===== src/rtl/password_entry_shaper_pkg.sv =====
// Shared types and codes for the keypad entry front-end and the access-control FSM.
// Latency: n/a (declarations only).
// Backpressure: n/a.
package password_entry_shaper_pkg;

  localparam int BCD_W = 4;

  typedef enum logic [1:0] {
    IDLE     = 2'd0,
    COLLECT  = 2'd1,
    PRESENT  = 2'd2,
    COOLDOWN = 2'd3
  } state_t;

  // Request codes understood by the downstream access-control FSM.
  localparam logic [1:0] REQ_STALL  = 2'b11;
  localparam logic [1:0] REQ_CHANGE = 2'b01;
  localparam logic [1:0] REQ_ACCESS = 2'b00;

  function automatic logic is_bcd(input logic [BCD_W-1:0] d);
    return d <= 4'd9;
  endfunction

endpackage


===== src/rtl/password_entry_shaper_if.sv =====
// Keypad-side inputs and FSM-side outputs of the entry shaper, bundled as one port.
// Latency: n/a (wiring only).
// Backpressure: none; data_load is a fire-and-forget strobe.
interface password_entry_shaper_if #(
  parameter int DIGITS = 4
);
  localparam int DW = 4 * DIGITS;
  localparam int CW = $clog2(DIGITS + 1);

  logic [3:0]    key_digit;
  logic          key_press;
  logic          key_enter;
  logic          key_clear;
  logic [1:0]    request_sel;
  logic [DW-1:0] data_out;
  logic          data_load;
  logic [1:0]    request_out;
  logic [CW-1:0] digit_count;
  logic          entry_error;

  // Keypad / stimulus side.
  modport master (
    output key_digit, key_press, key_enter, key_clear, request_sel,
    input  data_out, data_load, request_out, digit_count, entry_error
  );

  // Entry shaper side.
  modport slave (
    input  key_digit, key_press, key_enter, key_clear, request_sel,
    output data_out, data_load, request_out, digit_count, entry_error
  );

endinterface


===== src/rtl/password_entry_shaper_debouncer.sv =====
// Synchronises one raw button, filters bounce, and flags the clean rising edge.
// Latency: rise pulse appears 2 + DEBOUNCE_CYCLES cycles after a stable raw edge.
// Backpressure: none; the pulse is one cycle wide and is not held.
module button_debouncer #(
  parameter int DEBOUNCE_CYCLES = 4
) (
  input  logic clk,
  input  logic rst,
  input  logic raw,
  output logic level,
  output logic rise
);
  localparam int CW = (DEBOUNCE_CYCLES > 1) ? $clog2(DEBOUNCE_CYCLES) : 1;
  localparam logic [CW-1:0] CNT_LAST = CW'(DEBOUNCE_CYCLES - 1);

  logic          sync1;
  logic          sync2;
  logic [CW-1:0] cnt;

  // Two-flop synchroniser for the asynchronous button.
  always_ff @(posedge clk) begin
    if (rst) begin
      sync1 <= 1'b0;
      sync2 <= 1'b0;
    end else begin
      sync1 <= raw;
      sync2 <= sync1;
    end
  end

  // Accept a new level only after DEBOUNCE_CYCLES equal differing samples; any agreeing sample restarts.
  always_ff @(posedge clk) begin
    if (rst) begin
      level <= 1'b0;
      cnt   <= '0;
      rise  <= 1'b0;
    end else begin
      rise <= 1'b0;
      if (sync2 == level) begin
        cnt <= '0;
      end else if (cnt == CNT_LAST) begin
        level <= sync2;
        cnt   <= '0;
        rise  <= sync2;
      end else begin
        cnt <= cnt + CW'(1);
      end
    end
  end

endmodule


===== src/rtl/password_entry_shaper.sv =====
// Debounces keypad buttons, assembles DIGITS BCD digits and hands the word to the access FSM.
// Latency: data_load follows the accepted enter event by 2 cycles (PRESENT, then the output register).
// Backpressure: none; after a load all buttons must be released before new entry starts.
module password_entry_shaper
  import password_entry_shaper_pkg::*;
#(
  parameter int DEBOUNCE_CYCLES = 4,
  parameter int DIGITS          = 4,
  parameter int TIMEOUT_CYCLES  = 1024
) (
  input  logic                    clk,
  input  logic                    rst,
  password_entry_shaper_if.slave  bus
);
  localparam int DW = BCD_W * DIGITS;
  localparam int CW = $clog2(DIGITS + 1);
  localparam int TW = (TIMEOUT_CYCLES > 1) ? $clog2(TIMEOUT_CYCLES) : 1;
  localparam logic [CW-1:0] CNT_FULL  = CW'(DIGITS);
  localparam logic [TW-1:0] TIMER_MAX = TW'(TIMEOUT_CYCLES - 1);

  state_t        state, state_nxt;
  logic [DW-1:0] shreg;
  logic [CW-1:0] count;
  logic [TW-1:0] timer;
  logic [DW-1:0] data_q;
  logic [1:0]    req_q;
  logic          load_q;
  logic          err_q;

  logic p_lvl, p_rise, e_lvl, e_rise, c_lvl, c_rise;
  logic clr_ev, ent_ev, dig_ev, any_ev, full;
  logic do_shift, do_clr, do_err, do_load;

  button_debouncer #(.DEBOUNCE_CYCLES(DEBOUNCE_CYCLES)) u_db_press (
    .clk(clk), .rst(rst), .raw(bus.key_press), .level(p_lvl), .rise(p_rise)
  );
  button_debouncer #(.DEBOUNCE_CYCLES(DEBOUNCE_CYCLES)) u_db_enter (
    .clk(clk), .rst(rst), .raw(bus.key_enter), .level(e_lvl), .rise(e_rise)
  );
  button_debouncer #(.DEBOUNCE_CYCLES(DEBOUNCE_CYCLES)) u_db_clear (
    .clk(clk), .rst(rst), .raw(bus.key_clear), .level(c_lvl), .rise(c_rise)
  );

  // Same-cycle events resolve clear > enter > digit; the losers are dropped.
  assign clr_ev = c_rise;
  assign ent_ev = e_rise & ~c_rise;
  assign dig_ev = p_rise & ~c_rise & ~e_rise;
  assign any_ev = p_rise | e_rise | c_rise;
  assign full   = (count == CNT_FULL);

  // Next-state and per-cycle actions; the first digit of an entry is captured on the IDLE->COLLECT event.
  always_comb begin
    state_nxt = state;
    do_shift  = 1'b0;
    do_clr    = 1'b0;
    do_err    = 1'b0;
    do_load   = 1'b0;
    case (state)
      IDLE: begin
        if (ent_ev) begin
          do_err = 1'b1;
        end else if (dig_ev) begin
          state_nxt = COLLECT;
          do_shift  = is_bcd(bus.key_digit);
        end
      end
      COLLECT: begin
        if (clr_ev) begin
          do_clr    = 1'b1;
          state_nxt = IDLE;
        end else if (ent_ev) begin
          if (full) state_nxt = PRESENT;
          else      do_err    = 1'b1;
        end else if (dig_ev) begin
          do_shift = is_bcd(bus.key_digit) && !full;
        end else if (timer == TIMER_MAX) begin
          do_clr    = 1'b1;
          state_nxt = IDLE;
        end
      end
      PRESENT: begin
        do_load   = 1'b1;
        do_clr    = 1'b1;
        state_nxt = COOLDOWN;
      end
      COOLDOWN: begin
        if (!(p_lvl || e_lvl || c_lvl)) state_nxt = IDLE;
      end
      default: state_nxt = IDLE;
    endcase
  end

  // State register.
  always_ff @(posedge clk) begin
    if (rst) state <= IDLE;
    else     state <= state_nxt;
  end

  // Digit shift register and digit counter.
  always_ff @(posedge clk) begin
    if (rst || do_clr) begin
      shreg <= '0;
      count <= '0;
    end else if (do_shift) begin
      shreg <= {shreg[DW-BCD_W-1:0], bus.key_digit};
      count <= count + CW'(1);
    end
  end

  // Idle timer: runs only in COLLECT and restarts on any button event.
  always_ff @(posedge clk) begin
    if (rst || state != COLLECT || any_ev) timer <= '0;
    else                                   timer <= timer + TW'(1);
  end

  // Output registers: word and request captured together with the load strobe.
  always_ff @(posedge clk) begin
    if (rst) begin
      data_q <= '0;
      req_q  <= REQ_STALL;
      load_q <= 1'b0;
      err_q  <= 1'b0;
    end else begin
      load_q <= do_load;
      err_q  <= do_err;
      if (do_load) begin
        data_q <= shreg;
        req_q  <= bus.request_sel;
      end
    end
  end

  assign bus.data_out    = data_q;
  assign bus.request_out = req_q;
  assign bus.data_load   = load_q;
  assign bus.entry_error = err_q;
  assign bus.digit_count = count;

endmodule


===== src/flat_wrapper.sv =====
// flat-port wrapper written by rule: the top's interface ports become plain ports
module password_entry_shaper_flat import password_entry_shaper_pkg::*;
#(
  parameter int DEBOUNCE_CYCLES = 4,
  parameter int DIGITS          = 4,
  parameter int TIMEOUT_CYCLES  = 1024
)
  (clk, rst, bus_key_digit, bus_key_press, bus_key_enter, bus_key_clear, bus_request_sel, bus_data_out, bus_data_load, bus_request_out, bus_digit_count, bus_entry_error);
  password_entry_shaper_if #(.DIGITS(DIGITS)) bus_i ();
  input  logic clk;
  input  logic rst;
  input wire logic [$bits(bus_i.key_digit)-1:0] bus_key_digit;
  input wire logic [$bits(bus_i.key_press)-1:0] bus_key_press;
  input wire logic [$bits(bus_i.key_enter)-1:0] bus_key_enter;
  input wire logic [$bits(bus_i.key_clear)-1:0] bus_key_clear;
  input wire logic [$bits(bus_i.request_sel)-1:0] bus_request_sel;
  output wire logic [$bits(bus_i.data_out)-1:0] bus_data_out;
  output wire logic [$bits(bus_i.data_load)-1:0] bus_data_load;
  output wire logic [$bits(bus_i.request_out)-1:0] bus_request_out;
  output wire logic [$bits(bus_i.digit_count)-1:0] bus_digit_count;
  output wire logic [$bits(bus_i.entry_error)-1:0] bus_entry_error;
  assign bus_i.key_digit = bus_key_digit;
  assign bus_i.key_press = bus_key_press;
  assign bus_i.key_enter = bus_key_enter;
  assign bus_i.key_clear = bus_key_clear;
  assign bus_i.request_sel = bus_request_sel;
  assign bus_data_out = bus_i.data_out;
  assign bus_data_load = bus_i.data_load;
  assign bus_request_out = bus_i.request_out;
  assign bus_digit_count = bus_i.digit_count;
  assign bus_entry_error = bus_i.entry_error;
  password_entry_shaper #(.DEBOUNCE_CYCLES(DEBOUNCE_CYCLES), .DIGITS(DIGITS), .TIMEOUT_CYCLES(TIMEOUT_CYCLES)) u_core (.clk(clk), .rst(rst), .bus(bus_i));
endmodule

===== config.mk =====
export PLATFORM = sky130hd
export DESIGN_NAME = password_entry_shaper_flat
export DESIGN_NICKNAME = d
export VERILOG_FILES = /design/src/rtl/password_entry_shaper_pkg.sv /design/src/rtl/password_entry_shaper_if.sv /design/src/rtl/password_entry_shaper_debouncer.sv /design/src/rtl/password_entry_shaper.sv /design/src/flat_wrapper.sv
export SDC_FILE = /design/constraint.sdc
export NUM_CORES = 1
export LEC_CHECK = 0
export BUFFER_PORTS_ARGS = -buffer_cell sky130_fd_sc_hd__buf_4
export CORE_UTILIZATION = 53
export CTS_BUF_LIST = sky130_fd_sc_hd__clkbuf_8
export CTS_CLUSTER_SIZE = 30
export DETAILED_ROUTE_END_ITERATION = 10
export HOLD_SLACK_MARGIN = 0.03
export PLACE_DENSITY = 0.74
export SETUP_SLACK_MARGIN = 0.5
export SLEW_MARGIN = 20
export SYNTH_ARGS = -nofsm -noshare
export SYNTH_HDL_FRONTEND = slang
export SYNTH_SLANG_ARGS = --single-unit

===== constraint.sdc =====
create_clock -name clk -period 2.6 [get_ports clk]
set_clock_uncertainty 0.2 [all_clocks]
set_input_delay 0.26 -clock clk [delete_from_list [all_inputs] [get_ports clk]]
set_output_delay 0.26 -clock clk [all_outputs]
set_load 0.05 [all_outputs]

### Word level (Yosys, flattened, before mapping)

Index checks and enable logic that the tools add are counted.

* bits in registers: 69
* input port bits: 11

* $add $sub $neg: 5
* $lt $le $gt $ge: 1
* eq/ne operators: 18
* mux-type cells: 26
* bitwise operators: 13
* reductions and logical operators: 18

Operators with widths (count)
* OR reduction 3 bit: 6
* two-way mux 2 bit: 8
* two-way mux 1 bit: 14
* adder 10 x 1 -> 10 bit (second input constant): 1
* == test 10 bit (second input constant): 1
* == test 2 bit (second input constant): 5
* NOT 1 bit: 8
* case mux 2 bit (4 select lines): 1
* adder 2 x 1 -> 2 bit (second input constant): 3
* case mux 1 bit (2 select lines): 3
* AND reduction 2 bit: 3
* AND reduction 6 bit: 1
* logical OR 1 bit: 5
* <= comparator 4 bit (second input constant): 1
* != test 2 x 1 -> 1 bit (second input constant): 2
* != test 2 bit (second input constant): 2
* != test 4 x 2 -> 1 bit (second input constant): 1
* != test 4 x 3 -> 1 bit (second input constant): 1
* != test 4 bit (second input constant): 1
* adder 3 x 1 -> 3 bit (second input constant): 1
* AND 1 bit: 3
* == test 1 bit: 3
* == test 3 bit (second input constant): 1
* == test 2 x 1 -> 1 bit (second input constant): 1
* other kinds (4): 5

### Longest topological paths before layout

* depth in word-level cells: 8
* depth in mapped cells: 8

### Hierarchy

Synthesis repeated with hierarchy kept, for this count alone.

* cells, all modules: 248
* area, all modules: 2668.8 um^2

Modules (own cells, without submodules)
* password_entry_shaper: times used 1, cells each 203, area an instance 2064.5 um^2
* button_debouncer: times used 3, cells each 15, area an instance 201.4 um^2

### Least setup slack after synthesis

No wires, ideal clock.

* kind: register -> register
* start point: register u_core.count[0] (netlist: u_core.bus.digit_count[0])
* end point: register u_core.count[1] (netlist: u_core.bus.digit_count[1])
* library setup time: 139 ps
* arrival time: 1715 ps
* slack: 545 ps
* cell stages (with the launch flop): 9
* path buffers: 2
* period minus slack after synthesis: 2055 ps
* path through: dfxtp_1 -> inv_1 -> ha_1 -> nand2_1 -> a21oi_1 -> clkbuf_1 -> clkbuf_1 -> o21ai_0 -> a22oi_1

* word-level cells in the longest chain between the ends: 7

RTL lines
* start, declared: line password_entry_shaper.sv:23 `logic [CW-1:0] count;`
* start signal, assigned: line password_entry_shaper.sv:106 `count <= count + CW'(1);`
* == test 3 bit: line password_entry_shaper.sv:49 `assign full = (count == CNT_FULL);`
* zero test 1 bit: line password_entry_shaper.sv:75 `do_shift = is_bcd(bus.key_digit) && !full;`
* logical AND 1 bit: line password_entry_shaper.sv:75
* two-way mux 1 bit: line password_entry_shaper.sv:74 `end else if (dig_ev) begin`
* two-way mux 1 bit: line password_entry_shaper.sv:71 `end else if (ent_ev) begin`
* two-way mux 1 bit: line password_entry_shaper.sv:68 `if (clr_ev) begin`
* case mux 1 bit (2 select lines): line password_entry_shaper.sv:58 `case (state)`

Several ways; a longest one is shown, not always the timed one.
A chain may end at the register's enable or synchronous reset.

==> impl_metrics.tcl <==
set metrics [dict create \
    hold_depth 2 \
    powerDensity_nw_per_um2 664.3 \
    setup_violations 0 \
    rsz0062_at_grt "yes" \
    worst_pin_slew_ps 444.1 \
    syn_nets 304 \
    status "finished, final reports clean" \
    synth-xor-area-share 0.03511 \
    cts-root-buf "clkbuf_8" \
    htreeDepth 3 \
    antenna_found_initial 0 \
    clock_latency_ps 350 \
    vias 2184 \
    hpwl_um 3373 \
    die-area_um2 5469 \
    num_rows 25 \
    min_from "rst" \
    fp.dieH_um 73.95 \
    async_flop_share 0 \
    maxSlewViolCount 0 \
    antenna_cells 0 \
    fin_ws_ps 541.5 \
    synth-adder-area-share 0.04560 \
    die_w_um 73.95 \
    via_per_inst 5.515 \
    gp_congestion 0.8691 \
    max_slew_margin 0.7039 \
    drive_above_1_share 0.2067 \
    end_kind "flip-flop" \
    tritoncts "yes" \
    synth_ff_type "dfxtp_1" \
    ir_worst_vdd_v 0.0004486 \
    final.setup.tns_ps 0 \
    wirelength_um 5541 \
    cts_sinks 69 \
    whs_ps 105.7 \
    syn_to_final_growth_pct 25.26 \
    cp_max_fo 4 \
    synth_top_family_by_area "simple AND/OR/NAND/NOR gates" \
    hold_path_end "u_core.bus.data_out[9]$_SDFFE_PP0P_" \
    r2r-end "u_core.state[0]$_SDFFE_PP0P_" \
    yosys.area_share.simple 0.1765 \
    start_util 0.5659 \
    grt_max_degree 37 \
    crit_type "flip-flop to flip-flop" \
    grt_pass1_wl_um 9121 \
    io_pins 34 \
    worstSetupStartpointType "flip-flop" \
    synth-seq-cells 69 \
    drc 0 \
    synthMuxAreaShare 0.07661 \
    post-route-min-period_ps 2059 \
    p_leak_uw 0.001391 \
    ys_types 39 \
    final-hold-violation-count 0 \
    synth-compound-area-share 0.1231 \
    finalCritPeriodShare 0.7917 \
    numCtsBuffers 9 \
    port_buffers 33 \
    finalNetCount 345 \
    post-place-ws_ps 428.5 \
    grt_pass1_vias 1997 \
    worstPathRequired_ps 2630 \
    synth_edf_count 0 \
    seq_area_frac_synth 0.5034 \
    final_util 0.7089 \
    netlist_instances 283 \
    drtIter0Drc 178 \
    final_antenna_net_count 0 \
    crit_arrival_ps 2090 \
    grt_overflow 0 \
    firstDrtPassIters 4 \
    ys_warn_count 0 \
    syn_avg_cell_area_um2 9.696 \
    reg2reg_depth 6 \
    routedWlPerCell_um 13.99 \
    synth_area_um2 2744 \
    cts_buffer_depth 2 \
    hp-class "input port to flip-flop" \
    fmax_mhz 485.8 \
    max-cap-violations 0 \
    core_area_um2 4848 \
    grtUsageTotal 0.2231 \
    clkTransAtPathRegs_ps 80 \
    r2r_setup_slack_ps 540 \
]
==> cell usage after synthesis, drive strengths merged, types with 2 or more instances <==
cell type,count,share of area
ha,10,0.046
nand4,2,0.0046
nor2,37,0.051
nand3,21,0.038
or3b,2,0.0064
inv,10,0.014
xor2,6,0.019
or3,3,0.0068
clkbuf,10,0.014
buf,7,0.012
dfxtp,69,0.50
or4,2,0.0055
nand2,8,0.011
o21ai,21,0.040
nor3b,2,0.0055
xnor2,5,0.016
and3,2,0.0046
nor2b,8,0.018
nor4bb,3,0.011
a22oi,19,0.052
and4,2,0.0064
mux2i,21,0.077
==> power breakdown <==
part           leakage, µW  internal, µW  switching (µW)
Sequential        0.000560          1060            2.83
Combinational     0.000695          26.7            29.6
Clock             0.000136           760             403
==> worst max path at each step <==
stage | slack, ps | end | depth (start not counted) | start
2_1_floorplan | 550 | u_core.bus.digit_count[1]$_SDFFE_PP0P_ | 8 | u_core.bus.digit_count[0]$_SDFFE_PP0P_
3_3_place_gp | 490 | u_core.state[0]$_SDFFE_PP0P_ | 6 | flip-flop
3_5_place_dp | 430 | u_core.bus.digit_count[2]$_SDFFE_PP0P_ | 7 | flip-flop
4_1_cts | 520 | u_core.shreg[2]$_SDFFE_PP0P_ | 5 | u_core.state[0]$_SDFFE_PP0P_
5_1_grt | 480 | u_core.state[0]$_SDFFE_PP0P_ | 6 | flip-flop
6_report | 540 | u_core.state[0]$_SDFFE_PP0P_ | 6 | flip-flop
==> layout by cell type, fill, tap and decap left out, drive strengths merged, types with 3 or more instances in the layout <==
cell,count
nor2b,8
or3,3
clkbuf,10
buf,38
xor2,6
ha,10
nand2,8
a22oi,19
nor2,37
inv,10
o21ai,21
nor4bb,3
bufinv,4
mux2i,21
dfxtp,69
nand3,21
dlygate4sd3,9
xnor2,5
==> sequential cells by signal (all words and copies together), names as in the netlist, 2 cells and up, named ones only <==
register,cells
u_core.u_db_clear.cnt,2
u_core.u_db_press.cnt,2
u_core.bus.request_out,2
u_core.bus.data_out,16
u_core.shreg,16
u_core.timer,10
u_core.bus.digit_count,3
u_core.u_db_enter.cnt,2
==> metal layers <==
layer | global-route usage | vias up | routed length (µm)
met5 | 0 | - | 0
met4 | 0.1090 | 0 | 80
met3 | 0.04472 | 10 | 262
met2 | 0.3455 | 65 | 2570
met1 | 0.2985 | 1027 | 2627
li1 | - | 1082 | -
==> cells by family (layout without fill, tap and decap cells) <==
family,Yosys count,after routing
buffers and inverters,27,73
adder cells (fa/ha/maj),10,10
XOR/XNOR,11,11
AO/OA/AOI/OAI,50,50
multiplexers,21,21
AND/OR/NAND/NOR,95,95
flip-flops,69,69
==> worst max-delay path, cell delays in order (launching register included) <==
cell and delay (ps):
dfxtp_4 380, inv_4 40, ha_4 150, and3b_2 230
a221o_1 300, or4_1 510, o211a_1 140
==> timing repair <==
item                                    4_1_cts  5_1_grt
gates resized for setup                       3       11
endpoints found under the setup margin       20       21
hold buffers                                  9        0
setup buffers                                 0        1
hold endpoints to repair                      9        0
pin swaps                                     0        2
==> through the flow <==
stage	cell area [µm²]	cells	total power (µW)
detailed placement	3034	370	1133
global route	3437	396	2346
finish	3437	396	2283
floorplan	2744	283	1114
global placement	3034	370	1133
CTS	3403	395	2291
==> layout make-up <==
| class | count | area, µm² |
|---|---|---|
| Fill cell | 375 | 1411 |
| Sequential cell | 69 | 1390 |
| Multi-Input combinational cell | 187 | 1276 |
| Timing Repair Buffer | 47 | 375.4 |
| Clock buffer | 10 | 137.6 |
| Clock inverter | 6 | 133.9 |
| Tap cell | 67 | 83.83 |
| Inverter | 10 | 40.04 |
No activity file was read; power rests on OpenSTA's default activity.
